**src/rtl/rr_arbiter4.sv**
```systemverilog
// Four-requester round-robin arbiter with a grant-hold timeout.
// A grant is held until done, or until TIMEOUT busy cycles elapse without
// done, at which point the grant is forcibly released with a one-cycle
// timeout pulse. The round-robin pointer moves to one past the last winner
// on every release, so each requester gets a fair turn.
module rr_arbiter4 #(
  parameter int TIMEOUT = 16,  // max busy cycles per grant, 2..256
  parameter int CW      = 8    // counter width, TIMEOUT <= 2**CW
) (
  input  logic       clk,
  input  logic       rst,      // asynchronous, active-low
  input  logic [3:0] req,
  input  logic       done,
  output logic [3:0] gnt,
  output logic [1:0] sel,
  output logic       busy,
  output logic       timeout
);

  localparam logic          STATE_IDLE = 1'b0;
  localparam logic          STATE_BUSY = 1'b1;
  localparam logic [CW-1:0] CNT_LAST   = CW'(TIMEOUT - 1);

  logic          state_q,   state_d;
  logic [3:0]    gnt_q,     gnt_d;
  logic [1:0]    sel_q,     sel_d;
  logic [1:0]    ptr_q,     ptr_d;
  logic [CW-1:0] cnt_q,     cnt_d;
  logic          timeout_q, timeout_d;
  logic [1:0]    win;

  // Pick the first requester at or after the pointer, wrapping modulo 4.
  always_comb begin
    win = ptr_q;
    // Scan from the farthest offset down so the nearest requester wins last.
    for (int i = 3; i >= 0; i--) begin
      if (req[ptr_q + 2'(i)]) begin
        win = ptr_q + 2'(i);
      end
    end
  end

  // Next-state logic for the IDLE/BUSY controller and its counters.
  always_comb begin
    // NOTE: every signal gets a hold default first so no path infers a latch.
    state_d   = state_q;
    gnt_d     = gnt_q;
    sel_d     = sel_q;
    ptr_d     = ptr_q;
    cnt_d     = cnt_q;
    timeout_d = 1'b0;
    case (state_q)
      STATE_IDLE: begin
        // done is meaningless here; only a request starts a grant.
        if (|req) begin
          gnt_d   = 4'b0001 << win;
          sel_d   = win;
          state_d = STATE_BUSY;
          cnt_d   = '0;
        end
      end
      default: begin
        // Grant and select are frozen until release, whatever req does.
        if (done || cnt_q == CNT_LAST) begin
          gnt_d     = 4'b0000;
          state_d   = STATE_IDLE;
          ptr_d     = sel_q + 2'd1;
          cnt_d     = '0;
          // done takes priority: a coinciding done is a normal release.
          timeout_d = ~done;
        end else begin
          cnt_d = cnt_q + CW'(1);
        end
      end
    endcase
  end

  // State registers; reset is asynchronous and clears everything at once.
  always_ff @(posedge clk or negedge rst) begin
    // NOTE: flops use non-blocking assignments so all updates land together.
    if (!rst) begin
      state_q   <= STATE_IDLE;
      gnt_q     <= 4'b0000;
      sel_q     <= 2'd0;
      ptr_q     <= 2'd0;
      cnt_q     <= '0;
      timeout_q <= 1'b0;
    end else begin
      state_q   <= state_d;
      gnt_q     <= gnt_d;
      sel_q     <= sel_d;
      ptr_q     <= ptr_d;
      cnt_q     <= cnt_d;
      timeout_q <= timeout_d;
    end
  end

  assign gnt     = gnt_q;
  assign sel     = sel_q;
  assign busy    = (state_q == STATE_BUSY);
  assign timeout = timeout_q;

endmodule

```
**config.mk**
```make
export PLATFORM = sky130hd
export DESIGN_NAME = rr_arbiter4
export DESIGN_NICKNAME = d
export VERILOG_FILES = /design/src/rtl/rr_arbiter4.sv
export SDC_FILE = /design/constraint.sdc
export NUM_CORES = 1
export LEC_CHECK = 0
export CAP_MARGIN = 5
export CORE_MARGIN = 3
export CORE_UTILIZATION = 45
export CTS_CLUSTER_SIZE = 40
export DETAILED_ROUTE_END_ITERATION = 10
export PLACE_DENSITY = 0.69
export RECOVER_POWER = 25
export SYNTH_ARGS = -nofsm -noshare
export SYNTH_HDL_FRONTEND = slang
export SYNTH_SLANG_ARGS = --single-unit
export TNS_END_PERCENT = 5
```
**constraint.sdc**
```tcl
create_clock -name clk -period 2.7 [get_ports clk]
set_clock_uncertainty 0.1 [all_clocks]
set_input_delay 0.27 -clock clk [delete_from_list [all_inputs] [get_ports clk]]
set_output_delay 0.27 -clock clk [all_outputs]
set_load 0.05 [all_outputs]
```
# Word level (Yosys, flattened, before mapping)

Cells that the tools add are included.

Add/sub/neg operators: 5
Order comparisons: 4
Equal/unequal tests: 2
Shift-type cells: 1
Muxes and demuxes: 23
Bitwise logic cells: 2
Reductions and logical operators: 6

Operator list:

| kind                                                                    | count |
|---|---|
| 8-bit two-way mux                                                       | 3 |
| 2-bit by 3-bit < comparator with 1-bit output, second input constant    | 4 |
| 4-bit two-way mux                                                       | 3 |
| 1-bit two-way mux                                                       | 9 |
| 8-bit by 1-bit adder with 8-bit output, second input constant           | 1 |
| 1-bit binary-select mux with 2-bit select                               | 4 |
| 8-bit by 4-bit equality test with 1-bit output, second input constant   | 1 |
| 2-bit two-way mux                                                       | 4 |
| 2-bit AND reduction                                                     | 3 |
| 2-bit by 1-bit adder with 2-bit output, second input constant           | 2 |
| 2-bit adder, second input constant                                      | 2 |
| 4-bit OR reduction                                                      | 1 |
| 1-bit by 2-bit left shift with 4-bit output, first input constant       | 1 |
| 2-bit by 1-bit inequality test with 1-bit output, second input constant | 1 |
| 1-bit NOT                                                               | 2 |
| 2-bit nonzero test                                                      | 1 |
| 1-bit logical OR                                                        | 1 |

Register bits: 18
Bits of input ports: 7
Output and inout bits: 8

# Depth between registers and ports, before layout

Word-level depth: 10
Depth in mapped cells: 5
Mapped depth without buffers: 5

# Least setup slack after synthesis

Ideal clock, no wire load.

Path kind: reg2reg
From: register state_q (netlist: busy)
To: register gnt_q[1] (netlist: gnt[1])
Library setup time: 0.075 ns
Arrival time: 1.688 ns
Data required time: 2.525 ns
Path slack: 0.837 ns
Stages on the path, launching flop included: 5
Path buffers: 1
Cell sequence: dfrtp_1 > buf_2 > or2_4 > or4_4 > o2bb2ai_2

Cells in the longest elaborated chain, start to end: 2
Elaborated cells on any way between the ends: 4
Classes of those cells: eq/ne: 1; mux: 1; reduce/logical: 2

RTL lines:

| item                                                                                                    | line | source |
|---|---|---|
| start: declaration                                                                                      | 24   | `logic state_q, state_d;` |
| start signal: assignment                                                                                | 89   | `state_q <= state_d;` |
| 2-bit by 1-bit inequality test with 1-bit output (no source line) or 2-bit nonzero test (tied branches) | -    |  |
| 2-bit AND reduction (no source line)                                                                    | -    |  |
| end signal: assignment                                                                                  | 90   | `gnt_q <= gnt_d;` |
| end: declaration                                                                                        | 25   | `logic [3:0] gnt_q, gnt_d;` |

Several ways; a longest one is shown, not always the timed one.
A chain may end at the register's enable or synchronous reset.

# Worst setup path in the final report

From: register state_q (netlist: busy)
To: output port busy

RTL lines:

| item             | line | source |
|---|---|---|
| end: declaration | 16   | `output logic busy,` |

No word-level cell between the ends.

==> run_results.csv <==
group,metric,value,unit
outcome,result_of_the_run,"finished, final reports clean",
worst_setup_path,path_class,"register to primary output",
placement,dp_hpwl,1.29,mm
clock_network,cts_tree,"done",
sta,rel_slew_slack,46.4,%
sta,unrepaired_setup_endpoints_after_global_routing,"no",
worst_setup_path,slowest_stage,"clkdlybuf4s50_1",
drt,met3WireLength,91,µm
drt,detailed_routing_wirelength_on_met1,899,µm
clock_network,clk_root_buf,"clkbuf_4",
synth,synthCells,91,
floorplan,number_of_ports_placed_on_the_die_boundary,15,
floorplan,die-area,2690,µm²
global_routing,remaining_overflow_grt,0,
final_layout,layout.cell_area.non_filler,1140,µm²
synth,synthesis.area,946,µm²
final_layout,layout.cells.most_common_list,"dfrtp_1, clkdlybuf4s50_1, o21ai_0",
sta,period_minus_slack,2.06,ns
worst_setup_path,worstSetupStartpointType,"register",
sta,clock.fmax,486,MHz
global_routing,grt_pass1_vias,656,
placement,gp_routability_congestion,0.745,
sta,report.final.slew_viol_count,0,
clock_network,cts_buffer_depth,2,
sta,finalCritPeriodShare,76.2,%
drt,routed-wl-met2,752,µm
worst_hold_path,min_path_type,"primary input to asynchronous set/reset pin",
final_layout,antenna_cells_inserted,0,
synth,postSynthNetCount,99,
drt,drcViolationCount,0,
sta,hold_violations,0,
synth,number_of_flops_mapped_to_enable_cells_by_yosys,0,
synth,post_synth_arst_share,100,%
clock_network,clkSinkCount,18,
clock_network,clk_latency,0.30,ns
global_routing,grt_use_total,14.7,%
floorplan,core_area,1860,µm²
worst_setup_path,worstPathRequired,2.33,ns
placement,port_buffers,14,
drt,via_per_inst,5.71,
final_layout,leading_cell_type_in_the_layout_fill_and_taps_excluded,"dfrtp_1",
global_routing,wire_length_of_the_first_global_routing_pass,2.94,mm
worst_setup_path,worstPathArrival,1.69,ns
flow_run,maxCapViolCount,0,
worst_setup_path,critical_path.endpoint_type,"primary output",
floorplan,die_height,51.8,µm
synth,synthFlopType,"dfrtp_1",
worst_setup_path,worst-path-max-fanout,10,
final_layout,nets,116,
drt,routed_wl,1.76,mm
worst_setup_path,reg_to_reg_slack_setup,0.85,ns
worst_setup_path,critical_path_buf_inv_count,1,
worst_setup_path,crit_family,"buffers and inverters",
sta,timing.setup.tns,0,ns
synth,netlist-cell-type-count,35,
drt,detailroute.via_count,754,
global_routing,maximum_number_of_pins_on_one_net_before_global_route_repair,19,
drt,route.detailed.wl_per_inst,13.3,µm
clock_network,cts_hold_buf,0,
synth,post_synthesis_sequential_element_count,18,
pwr,power_density,992,nW/µm²
clock_network,post_cts.repair.setup_buffers,0,
clock_network,post_cts_resize_count,0,
final_layout,area.growth.synth_to_final,20.9,%
final_layout,post_route_cells_drive_above_1_share,10.3,%
clock_network,cts_htree_levels,1,
worst_setup_path,critPathMaxStageDelay,0.86,ns
floorplan,initial_core_util,50.9,%
drt,first_pass_iters,4,
synth,seq_area_frac_synth,47.6,%
drt,top_signal_layer_used,"met4",
clock_network,cts-buffers-inserted,3,
sta,worst_pin_slew,0.802,ns
final_layout,final_core_utilization,61.5,%
drt,route.antenna.remaining_nets,0,
sta,setup_viol,0,
pwr,power.ir.vdd_worst,0.000667,V
synth,postSynthAreaPerCell,10.4,µm²
worst_setup_path,critical_path.cell_chain,"clkdlybuf4s50_1",
pwr,power_leakage,0.499,nW
floorplan,die_w,51.8,µm
drt,detail_route.iter0.violations,11,
synth,synthesis.yosys.warnings,0,
clock_network,clk_pin_slew_worst_paths,0.11,ns
placement,post_dp_cell_area,1110,µm²
global_routing,antenna_violations_before_repair,0,
floorplan,placementRows,15,
==> stage by stage <==
step | hold slack [ns] | cells | total power, W | setup slack (ns)
floorplan | -0.126 | 91 | 0.000810 | 0.837
global placement | 0.378 | 128 | 0.000974 | 0.577
detailed placement | 0.373 | 128 | 0.000976 | 0.500
CTS | 0.359 | 132 | 0.00114 | 0.636
global route | 0.428 | 132 | 0.00121 | 0.563
finish | 0.392 | 132 | 0.00113 | 0.642
==> layer usage <==
layer	up-vias	global-route usage (%)
met5	-	0
met2	19	19.5
met3	2	4.30
met4	0	5.24
met1	355	22.3
li1	378	-
==> synth_stat cells, drive strengths merged (2+ instances only) <==
master | instances | area [µm²]
o21ai | 6 | 30.0
nand3 | 3 | 15.0
xnor2 | 2 | 17.5
nand2 | 5 | 18.8
a21oi | 6 | 33.8
nor3 | 2 | 10.0
nor2b | 5 | 31.3
nor2 | 5 | 18.8
nor4 | 2 | 12.5
a31oi | 2 | 12.5
o31ai | 3 | 27.5
mux2 | 2 | 22.5
or3 | 3 | 18.8
a22o | 4 | 35.0
dfrtp | 18 | 450
o2bb2ai | 2 | 23.8
buf | 2 | 10.0
and3 | 3 | 18.8
nand2b | 2 | 12.5
mux2i | 2 | 20.0
==> worst reg2reg max path, delay by kind of cell (launching register included) <==
kind	cells	cell delay, ns
adders and majority gates	1	0.24
muxes	1	0.16
and+or+nand+nor	1	0.23
DFF	1	0.41
AOI/OAI and AO/OA	2	0.65
==> where the power goes <==
group / internal [W] / total [W] / switching (W) / leakage, nW
clock: 0.0000822 / 0.000166 / 0.0000843 / 0.0210
sequential: 0.000343 / 0.000417 / 0.0000742 / 0.234
combinational: 0.000215 / 0.000551 / 0.000336 / 0.244
total: 0.000640 / 0.00113 / 0.000494 / 0.499
==> sequential cells by signal, indices dropped and copies added, names as in the netlist <==
| name | count |
|---|---|
| busy | 1 |
| gnt | 4 |
| timeout | 1 |
| ptr_q | 2 |
| sel | 2 |
| cnt_q | 8 |
==> logic make-up (layout without fill, tap and decap cells) <==
logic type	after synthesis	count (layout)	share of synthesized area, %
compound gates	28	28	21.7
xor+xnor	3	3	2.78
fa+ha+maj	1	1	1.32
buf+inv	2	18	1.06
flops	18	18	47.6
mux	4	4	4.50
simple gates	35	35	21.0
==> final timing paths <==
path | depth (start not counted) | from | end
hold reg to reg | 1 | cnt_q[7] | cnt_q[7]
min in group clk | 1 | cnt_q[7] | cnt_q[7]
setup / recovery | 1 | busy | busy
max in group asynchronous | 1 | rst | gnt[2]
hold / removal | 1 | rst | cnt_q[4]
setup reg to reg | 5 | cnt_q[0] | cnt_q[5]
==> cell type report <==
type,count,area [µm²]
multi-input cells,71,485
well taps,25,31.3
repair buffers,14,140
flip-flops and latches,18,450
clock buffers,4,36.3
fillers,158,714
Power figures use the tool's default switching activity.
